## config.mk

```make
export PLATFORM = sky130hd
export DESIGN_NAME = ctrl_ram_flat
export DESIGN_NICKNAME = d
export VERILOG_FILES = /design/src/rtl/ctrl_ram_if.sv /design/src/rtl/ctrl_ram.sv /design/src/flat_wrapper.sv
export SDC_FILE = /design/constraint.sdc
export NUM_CORES = 1
export LEC_CHECK = 0
export CORE_ASPECT_RATIO = 0.7
export CORE_MARGIN = 2
export CORE_UTILIZATION = 50
export CTS_BUF_LIST = sky130_fd_sc_hd__clkbuf_8
export CTS_CLUSTER_SIZE = 14
export DETAILED_ROUTE_END_ITERATION = 16
export PLACE_DENSITY = 0.73
export SLEW_MARGIN = 20
export SYNTH_ARGS = -nofsm -noshare
export SYNTH_HDL_FRONTEND = slang
export SYNTH_SLANG_ARGS = --single-unit
```

## constraint.sdc

```tcl
create_clock -name clk -period 4.7 [get_ports clk]
set_input_delay 0.94 -clock clk [delete_from_list [all_inputs] [get_ports clk]]
set_output_delay 0.94 -clock clk [all_outputs]
set_load 0.02 [all_outputs]
```

## src/rtl/ctrl_ram_if.sv

```systemverilog
// rtl/ctrl_ram_if.sv - host and RAM-side signal bundle for the ctrl_ram sequencer
interface ctrl_ram_if #(
  parameter int W  = 32,
  parameter int AW = 5
);
  logic          Inicio;
  logic          Wh;
  logic [AW-1:0] DirH;
  logic [W-1:0]  DatoH;
  logic [W-1:0]  DatosS;
  logic [AW-1:0] DirRam;
  logic [W-1:0]  DatosE;
  logic          WE;
  logic          Ocupado;
  logic          Listo;

  modport master (
    input  Inicio, Wh, DirH, DatoH, DatosS,
    output DirRam, DatosE, WE, Ocupado, Listo
  );

  modport slave (
    output Inicio, Wh, DirH, DatoH, DatosS,
    input  DirRam, DatosE, WE, Ocupado, Listo
  );
endinterface

```

## src/rtl/ctrl_ram.sv

```systemverilog
// rtl/ctrl_ram.sv - sole RAM driver: host write pass-through in IDLE, resta/suma/status/count sequence on start
module ctrl_ram #(
  parameter int W  = 32,
  parameter int AW = 5
) (
  input  logic      clk,
  input  logic      rst,
  ctrl_ram_if.master bus
);
  typedef enum logic [3:0] {
    IDLE, LA_R, LB_R, ES_R, LA_S, LB_S, ES_S, ES_F, ES_C, FIN
  } state_t;

  state_t        state, state_d;
  logic [W-1:0]  op_a, op_a_d, op_b, op_b_d;
  logic [W-1:0]  cuenta, cuenta_d;
  logic [3:0]    banderas, banderas_d;
  logic [AW-1:0] dir_d;
  logic [W-1:0]  datos_d;
  logic          we_d, ocupado_d, listo_d;
  logic [W-1:0]  resta;
  logic [W:0]    suma;

  // Outputs are registered, so results are formed from the live read data at the edge that leaves the second read.
  assign resta = op_a - bus.DatosS;
  assign suma  = {1'b0, op_a} + {1'b0, bus.DatosS};

  always_ff @(posedge clk) begin
    if (rst) begin
      state       <= IDLE;
      op_a        <= '0;
      op_b        <= '0;
      cuenta      <= '0;
      banderas    <= '0;
      bus.DirRam  <= '0;
      bus.DatosE  <= '0;
      bus.WE      <= 1'b0;
      bus.Ocupado <= 1'b0;
      bus.Listo   <= 1'b0;
    end else begin
      state       <= state_d;
      op_a        <= op_a_d;
      op_b        <= op_b_d;
      cuenta      <= cuenta_d;
      banderas    <= banderas_d;
      bus.DirRam  <= dir_d;
      bus.DatosE  <= datos_d;
      bus.WE      <= we_d;
      bus.Ocupado <= ocupado_d;
      bus.Listo   <= listo_d;
    end
  end

  always_comb begin
    state_d    = state;
    op_a_d     = op_a;
    op_b_d     = op_b;
    cuenta_d   = cuenta;
    banderas_d = banderas;
    dir_d      = bus.DirRam;
    datos_d    = bus.DatosE;
    we_d       = 1'b0;
    ocupado_d  = 1'b0;
    listo_d    = 1'b0;
    case (state)
      IDLE: begin
        if (bus.Inicio) begin
          state_d    = LA_R;
          dir_d      = AW'(0);
          ocupado_d  = 1'b1;
          banderas_d = '0;
        end else begin
          dir_d   = bus.DirH;
          datos_d = bus.DatoH;
          we_d    = bus.Wh;
        end
      end
      LA_R: begin
        state_d   = LB_R;
        op_a_d    = bus.DatosS;
        dir_d     = AW'(1);
        ocupado_d = 1'b1;
      end
      LB_R: begin
        state_d       = ES_R;
        op_b_d        = bus.DatosS;
        dir_d         = AW'(2);
        datos_d       = resta;
        we_d          = 1'b1;
        ocupado_d     = 1'b1;
        banderas_d[0] = op_a < bus.DatosS;
        banderas_d[1] = (op_a[W-1] != bus.DatosS[W-1]) && (resta[W-1] != op_a[W-1]);
      end
      ES_R: begin
        state_d   = LA_S;
        dir_d     = AW'(3);
        ocupado_d = 1'b1;
      end
      LA_S: begin
        state_d   = LB_S;
        op_a_d    = bus.DatosS;
        dir_d     = AW'(4);
        ocupado_d = 1'b1;
      end
      LB_S: begin
        state_d       = ES_S;
        op_b_d        = bus.DatosS;
        dir_d         = AW'(5);
        datos_d       = suma[W-1:0];
        we_d          = 1'b1;
        ocupado_d     = 1'b1;
        banderas_d[2] = suma[W];
        banderas_d[3] = (op_a[W-1] == bus.DatosS[W-1]) && (suma[W-1] != op_a[W-1]);
      end
      ES_S: begin
        state_d   = ES_F;
        dir_d     = AW'(6);
        datos_d   = {{(W-4){1'b0}}, banderas};
        we_d      = 1'b1;
        ocupado_d = 1'b1;
      end
      ES_F: begin
        state_d   = ES_C;
        cuenta_d  = cuenta + 1'b1;
        dir_d     = AW'(7);
        datos_d   = cuenta + 1'b1;
        we_d      = 1'b1;
        ocupado_d = 1'b1;
      end
      ES_C: begin
        state_d = FIN;
        listo_d = 1'b1;
      end
      FIN: begin
        state_d = IDLE;
      end
      default: begin
        state_d = IDLE;
      end
    endcase
  end
endmodule

```

## src/flat_wrapper.sv

```systemverilog
// flat-port wrapper written by rule: the top's interface ports become plain ports
module ctrl_ram_flat 
#(
  parameter int W  = 32,
  parameter int AW = 5
)
  (clk, rst, bus_Inicio, bus_Wh, bus_DirH, bus_DatoH, bus_DatosS, bus_DirRam, bus_DatosE, bus_WE, bus_Ocupado, bus_Listo);
  ctrl_ram_if #(.W(W), .AW(AW)) bus_i ();
  input  logic clk;
  input  logic rst;
  input wire logic [$bits(bus_i.Inicio)-1:0] bus_Inicio;
  input wire logic [$bits(bus_i.Wh)-1:0] bus_Wh;
  input wire logic [$bits(bus_i.DirH)-1:0] bus_DirH;
  input wire logic [$bits(bus_i.DatoH)-1:0] bus_DatoH;
  input wire logic [$bits(bus_i.DatosS)-1:0] bus_DatosS;
  output wire logic [$bits(bus_i.DirRam)-1:0] bus_DirRam;
  output wire logic [$bits(bus_i.DatosE)-1:0] bus_DatosE;
  output wire logic [$bits(bus_i.WE)-1:0] bus_WE;
  output wire logic [$bits(bus_i.Ocupado)-1:0] bus_Ocupado;
  output wire logic [$bits(bus_i.Listo)-1:0] bus_Listo;
  assign bus_i.Inicio = bus_Inicio;
  assign bus_i.Wh = bus_Wh;
  assign bus_i.DirH = bus_DirH;
  assign bus_i.DatoH = bus_DatoH;
  assign bus_i.DatosS = bus_DatosS;
  assign bus_DirRam = bus_i.DirRam;
  assign bus_DatosE = bus_i.DatosE;
  assign bus_WE = bus_i.WE;
  assign bus_Ocupado = bus_i.Ocupado;
  assign bus_Listo = bus_i.Listo;
  ctrl_ram #(.W(W), .AW(AW)) u_core (.clk(clk), .rst(rst), .bus(bus_i));
endmodule
```

==> impl_metrics.yaml, run 1 <==
routing:
  vias_per_cell: 6.10
  route.vias.total: 9116
  drc: 0
  avgRoutedWirePerCell_um: 18.5
  first_pass_iters: 6
  antenna_left: 0
  totalWireLength_um: 27700
  drt_iter0_markers: 959
placed_design:
  numPortBuffers: 112
  place.gp.congestion: 0.968
  dp_slack_ns: 0.211
  dpl.hpwl_um: 20200
floorplan:
  die_w_um: 162
  core_area_um2: 17100
  start_util_pct: 50.9
  dieArea_um2: 18500
  num_io_pins: 113
  num_rows: 40
  die_y_um: 114
cts:
  clkTransAtPathRegs_ns: 0.12
  clock-sinks: 112
  root_buffer: "clkbuf_8"
  cts_buffer_depth: 2
  post-cts-setup-buffer-count: 0
  ctsResizeCount: 0
  cts_buffers: 9
  cts_hold_buf: 0
  worstSkewPairLatency_ns: 0.42
  htree_levels: 3
  tritoncts: "done"
sta:
  max_slew_margin_pct: 27.6
  rsz0062_at_grt: "false"
  min_period_ns: 4.08
  final.setup.tns_ns: 0
  slew_violations: 0
  period_share_pct: 86.8
  fin_ws_ns: 0.620
  setup-violations-final: 0
  worst_clock_skew_ns: 0.0175
  max_slew.worst_pin.slew_ns: 1.08
  hold_violations: 0
  fmax_mhz: 245
run:
  maxCapViolations: 0
yosys:
  avgSynthCellArea_um2: 7.32
  synth_edf_count: 0
  ys_warn_count: 0
  synthFlopType: "dfxtp_1"
  synthArstFlopShare_pct: 0
  ys_ff_latch: 112
  synth_area_um2: 8690
  synth_cell_type_count: 73
  synth_nets: 1327
  yosysSeqAreaShare_pct: 25.8
  syn-instance-count: 1187
min_path:
  hp-class: "reg -> reg"
  hold_end: "u_core.bus.DatosE[3]"
  whs_path_depth: 2
  hp-start: "u_core.bus.DatosE[3]"
critical_path:
  ff2ff_path_depth: 13
  r2r_slack_ns: 1.29
  endpoint_kind: "flip-flop"
  timing.rr.end: "u_core.bus.DatosE[28]"
  critical_path_class: "in -> reg"
  r2r-start: "u_core.op_a[0]"
  required_ns: 4.97
  cp_max_fo: 3
  cp-start-kind: "input pin"
  cp_data_arrival_time_ns: 4.35
global_route:
  grt_pass1_wl_um: 43600
  overflow: 0
  track_usage_pct: 29.6
  grt_pass1_vias: 8106
  antenna_found_initial: 0
  grt_max_degree: 76
cells_and_area:
  syn_to_final_growth_pct: 17.4
  layout.nets: 1399
  drive_gt1_share_pct: 4.98
  fin_util_pct: 59.8
  num_antenna_cells: 0
power:
  p_leak_nw: 4.04
  power_density_nw_per_um2: 271
  ir_worst_vdd_uv: 150
run_status:
  status: "finished, final reports clean"
[logic make-up after synthesis]
| family | count (synthesis) | synth area share [%] |
|---|---|---|
| fa+ha+maj | 67 | 9.81 |
| buf+inv | 141 | 6.22 |
| xor+xnor | 60 | 6.04 |
| compound gates | 387 | 29.3 |
| flops | 112 | 25.8 |
| simple gates | 416 | 22.3 |
| mux | 4 | 0.461 |
[worst max-delay path, cell delays in order]
cell and delay [ns]:
clkdlybuf4s50_1 0.52, ha_1 0.19, inv_1 0.07, fa_1 0.41, o21ba_1 0.21, or4_4 0.43, a211oi_2 0.27, o31ai_1 0.14
a21o_1 0.23, o31a_1 0.31, o31ai_4 0.19, xnor2_1 0.10, a221oi_2 0.27, nor4_1 0.08
[synth_stat cells, types with 9 or more instances]
| library cell | number | area share [%] |
|---|---|---|
| a21o_1 | 18 | 1.6 |
| xnor2_1 | 29 | 2.9 |
| inv_1 | 62 | 2.7 |
| a211oi_1 | 14 | 1.2 |
| and3_1 | 9 | 0.65 |
| o211ai_1 | 10 | 0.86 |
| xor2_1 | 31 | 3.1 |
| nor3_1 | 35 | 2.0 |
| o21ai_0 | 79 | 4.5 |
| nand4_1 | 11 | 0.79 |
| dfxtp_1 | 112 | 26 |
| clkbuf_1 | 67 | 2.9 |
| nand2_1 | 136 | 5.9 |
| o21a_1 | 11 | 0.95 |
| nor2b_1 | 15 | 1.1 |
| ha_1 | 65 | 9.4 |
| nand3_1 | 37 | 2.1 |
| a21oi_1 | 129 | 7.4 |
| a221oi_1 | 20 | 2.0 |
| a221o_1 | 12 | 1.4 |
| nor2_1 | 116 | 5.0 |
| nand2b_1 | 12 | 0.86 |
| or3_1 | 16 | 1.2 |
[cells in the final DEF, fill, tap and decap left out, drive strengths merged, types with 7 or more instances in the layout]
cell	instances
nand2	136
a21oi	129
nor2	116
dfxtp	112
clkdlybuf4s50	111
o21ai	80
inv	66
ha	65
nand3	38
nor3	36
xor2	31
xnor2	29
buf	29
a221oi	21
a21o	18
or3	16
nor2b	15
a211oi	15
nand2b	12
a221o	12
nand4	11
o21a	11
o211ai	10
and3	9
clkbuf	9
a31oi	8
o221ai	8
o21bai	8
o22ai	7
[metal layers]
layer	track usage, %	vias to the layer above	part of all wire [%]
li1	-	4408	-
met1	42.5	4290	46
met2	45.4	383	44
met3	4.74	35	7.9
met4	9.44	0	2.2
met5	0	-	0
[per-stage QoR]
stage / cells / cell area (um^2) / hold slack [ns] / total power [mW]
floorplan: 1187 / 8690 / 0.419 / 1.76
global placement: 1479 / 10000 / 0.444 / 2.16
detailed placement: 1479 / 10000 / 0.451 / 2.16
CTS: 1495 / 10200 / 0.473 / 2.76
global route: 1495 / 10200 / 0.505 / 2.90
finish: 1495 / 10200 / 0.472 / 2.77
[area by class of cell]
type                    instances  area (um^2)
clock buffers                   9          124
clock inverters                 7         63.8
fillers                      1620         6860
inverters                      62          233
multi-input cells             934         5930
flip-flops and latches        112         2240
well taps                     231          289
repair buffers                140         1330
[power by group]
part	switching [mW]	internal, mW
registers	0.0668	1.03
clock network	0.399	0.204
logic	0.640	0.430
[state kept, by name, indices dropped and copies added, names as in the netlist]
| signal | count |
|---|---|
| u_core.bus.DatosE | 32 |
| u_core.bus.Ocupado | 1 |
| u_core.state | 4 |
| u_core.cuenta | 32 |
| u_core.bus.Listo | 1 |
| u_core.banderas | 4 |
| u_core.bus.WE | 1 |
| u_core.op_a | 32 |
| u_core.bus.DirRam | 5 |
[worst max path at each step]
stage / start / to / slack (ns)
floorplan: bus_DatosS[0] / u_core.bus.DatosE[28] / 1.05
global placement: bus_DatosS[0] / u_core.bus.DatosE[28] / 0.33
detailed placement: bus_DatosS[0] / u_core.bus.DatosE[28] / 0.21
CTS: bus_DatosS[0] / u_core.bus.DatosE[28] / 0.64
global route: bus_DatosS[7] / u_core.bus.DatosE[19] / 0.31
finish: bus_DatosS[0] / u_core.bus.DatosE[28] / 0.62
Note: power is estimated with default switching activity, not from simulation.
==> run 2, diff against run 1 <==
--- a/config.mk
+++ b/config.mk
@@ -6,12 +6,13 @@
 export NUM_CORES = 1
 export LEC_CHECK = 0
 export CORE_ASPECT_RATIO = 0.7
-export CORE_MARGIN = 2
+export CORE_MARGIN = 4
 export CORE_UTILIZATION = 50
 export CTS_BUF_LIST = sky130_fd_sc_hd__clkbuf_8
 export CTS_CLUSTER_SIZE = 14
 export DETAILED_ROUTE_END_ITERATION = 16
 export PLACE_DENSITY = 0.73
+export SETUP_SLACK_MARGIN = 0.1
 export SLEW_MARGIN = 20
 export SYNTH_ARGS = -nofsm -noshare
 export SYNTH_HDL_FRONTEND = slang
==> impl_metrics.yaml, run 2 (synthesis gave the netlist of run 1 again) <==
run_status:
  status: "finished, final reports clean"
sta:
  min_period_ns: 4.16
  slew_violations: 0
  hold_violations: 0
  rsz0062_at_grt: "false"
  fmax_mhz: 240
  final.setup.tns_ns: 0
  setup-violations-final: 0
  max_slew_margin_pct: 25.7
  period_share_pct: 88.6
  max_slew.worst_pin.slew_ns: 1.11
  worst_clock_skew_ns: 0.0178
cells_and_area:
  final_common_cell: "nand2_1"
  multiInputGateArea_um2: 5930
  register_area_um2: 2240
  layout_common_cells: "136 x nand2_1, 129 x a21oi_1, 115 x nor2_1"
  layout.nets: 1397
  drive_gt1_share_pct: 4.84
  fillers: 1662
  final_cells: 1492
  reg_top3: "u_core.bus.DatosE: 32 flops, u_core.cuenta: 32 flops, u_core.op_a: 32 flops"
  syn_to_final_growth_pct: 17.4
  num_antenna_cells: 0
  stdcell_area_um2: 10200
critical_path:
  ff2ff_path_depth: 13
  r2r-start: "u_core.op_a[0]"
  timing.rr.end: "u_core.bus.DatosE[28]"
  endpoint_kind: "flip-flop"
  critPathBufInv: 2
  crit_path_start: "bus_DatosS[1]"
  cp_data_arrival_time_ns: 4.42
  required_ns: 4.96
  r2r_slack_ns: 1.27
  cpPeakStageDelay_ns: 0.57
  cp_top_family: "compound AO/OA/AOI/OAI gates"
  cp_max_fo: 3
  worstPathCellList: "clkdlybuf4s50_1 -> inv_1 -> fa_1 -> o21ba_1 -> or4_4 -> a211oi_2 -> o31ai_1 -> a21o_1 -> o31a_1 -> o31ai_4 -> xnor2_1 -> a221oi_2 -> nor4_1"
  crit_slowest_cell: "clkdlybuf4s50_1"
  critPathCapture: "u_core.bus.DatosE[28]"
  cp-start-kind: "input pin"
  critical_path_class: "in -> reg"
  path_depth: 13
cts:
  cts_hold_buf: 0
  post-cts-setup-buffer-count: 0
  tritoncts: "done"
  cts_buffer_depth: 2
  root_buffer: "clkbuf_8"
  htree_levels: 3
  clock-sinks: 112
  worstSkewPairLatency_ns: 0.41
  ctsResizeCount: 0
  cts_buffers: 9
  clkTransAtPathRegs_ns: 0.12
power:
  power_density_nw_per_um2: 275
  finalPower_mw: 2.81
  ir_worst_vdd_uv: 190
  p_leak_nw: 4.03
routing:
  drc: 0
  route.vias.total: 9142
  first_pass_iters: 6
  antenna_left: 0
  drt_iter0_markers: 984
  vias_per_cell: 6.13
  avgRoutedWirePerCell_um: 18.6
  totalWireLength_um: 27700
placed_design:
  place.gp.congestion: 0.971
  numPortBuffers: 112
  place_area_um2: 10000
  dp.cells: 1477
  dpl.hpwl_um: 20400
floorplan:
  dieArea_um2: 19600
  core_area_um2: 17100
  die_y_um: 118
  num_rows: 40
  die_w_um: 166
  num_io_pins: 113
  start_util_pct: 50.8
global_route:
  grt_pass1_wl_um: 44600
  grt_pass1_vias: 8303
  grt_max_degree: 74
  antenna_found_initial: 0
  track_usage_pct: 27.3
  overflow: 0
run:
  maxCapViolations: 0
min_path:
  hp-class: "reg -> reg"
==> run 2: cell types whose count changed in the layout (fill, tap and decap cells not counted) <==
cell       change
buf_2          -1
buf_4          -1
bufinv_16      +1
clkinv_2       +1
clkinv_4       -2
clkinv_8       -1
inv_1          -1
inv_6          -1
inv_8          +2
==> run 2: tightest hold or removal path, delay by kind of cell (launching register included) <==
family / cells / cell delay, ns
flip-flops: 1 / 0.33
AND/OR/NAND/NOR: 1 / 0.06
AO/OA/AOI/OAI: 1 / 0.05
==> run 2: worst min path at each step <==
stage	endpoint	cells after the start	startpoint	slack (ns)
floorplan	u_core.banderas[1]	2	u_core.banderas[1]	0.42
global placement	u_core.bus.DatosE[3]	2	u_core.bus.DatosE[3]	0.45
detailed placement	u_core.banderas[1]	2	u_core.banderas[1]	0.46
CTS	u_core.banderas[3]	2	u_core.banderas[3]	0.48
global route	u_core.bus.DirRam[1]	2	u_core.bus.DirRam[1]	0.50
finish	u_core.banderas[3]	2	u_core.banderas[3]	0.48
==> run 2: stage by stage <==
step,hold slack (ns),setup slack [ns],util [%]
floorplan,0.419,1.05,-
global placement,0.447,0.281,58.5
detailed placement,0.457,0.166,58.5
CTS,0.482,0.584,59.6
global route,0.498,0.352,59.6
finish,0.476,0.538,59.6
==> run 2: cell type report <==
type	count	share of cell area [%]
Timing Repair Buffer	138	12.9
Multi-Input combinational cell	934	58.1
Inverter	62	2.28
Tap cell	231	2.83
Clock buffer	9	1.21
Clock inverter	6	0.735
Sequential cell	112	22.0
==> run 2: power by group <==
part	total, mW	switching (mW)	internal (mW)	leakage (nW)
registers	1.09	0.0676	1.03	0.915
logic	1.07	0.641	0.428	3.01
clock network	0.643	0.388	0.255	0.104
==> run 2: layer usage <==
layer  share of wire [%]  vias to the layer above  global-route usage (%)
met5                   0                        -                       0
met4                 1.6                        0                    6.08
met3                 9.6                       33                    5.82
met2                  43                      472                    41.7
met1                  45                     4236                    39.4
li1                    -                     4401                       -
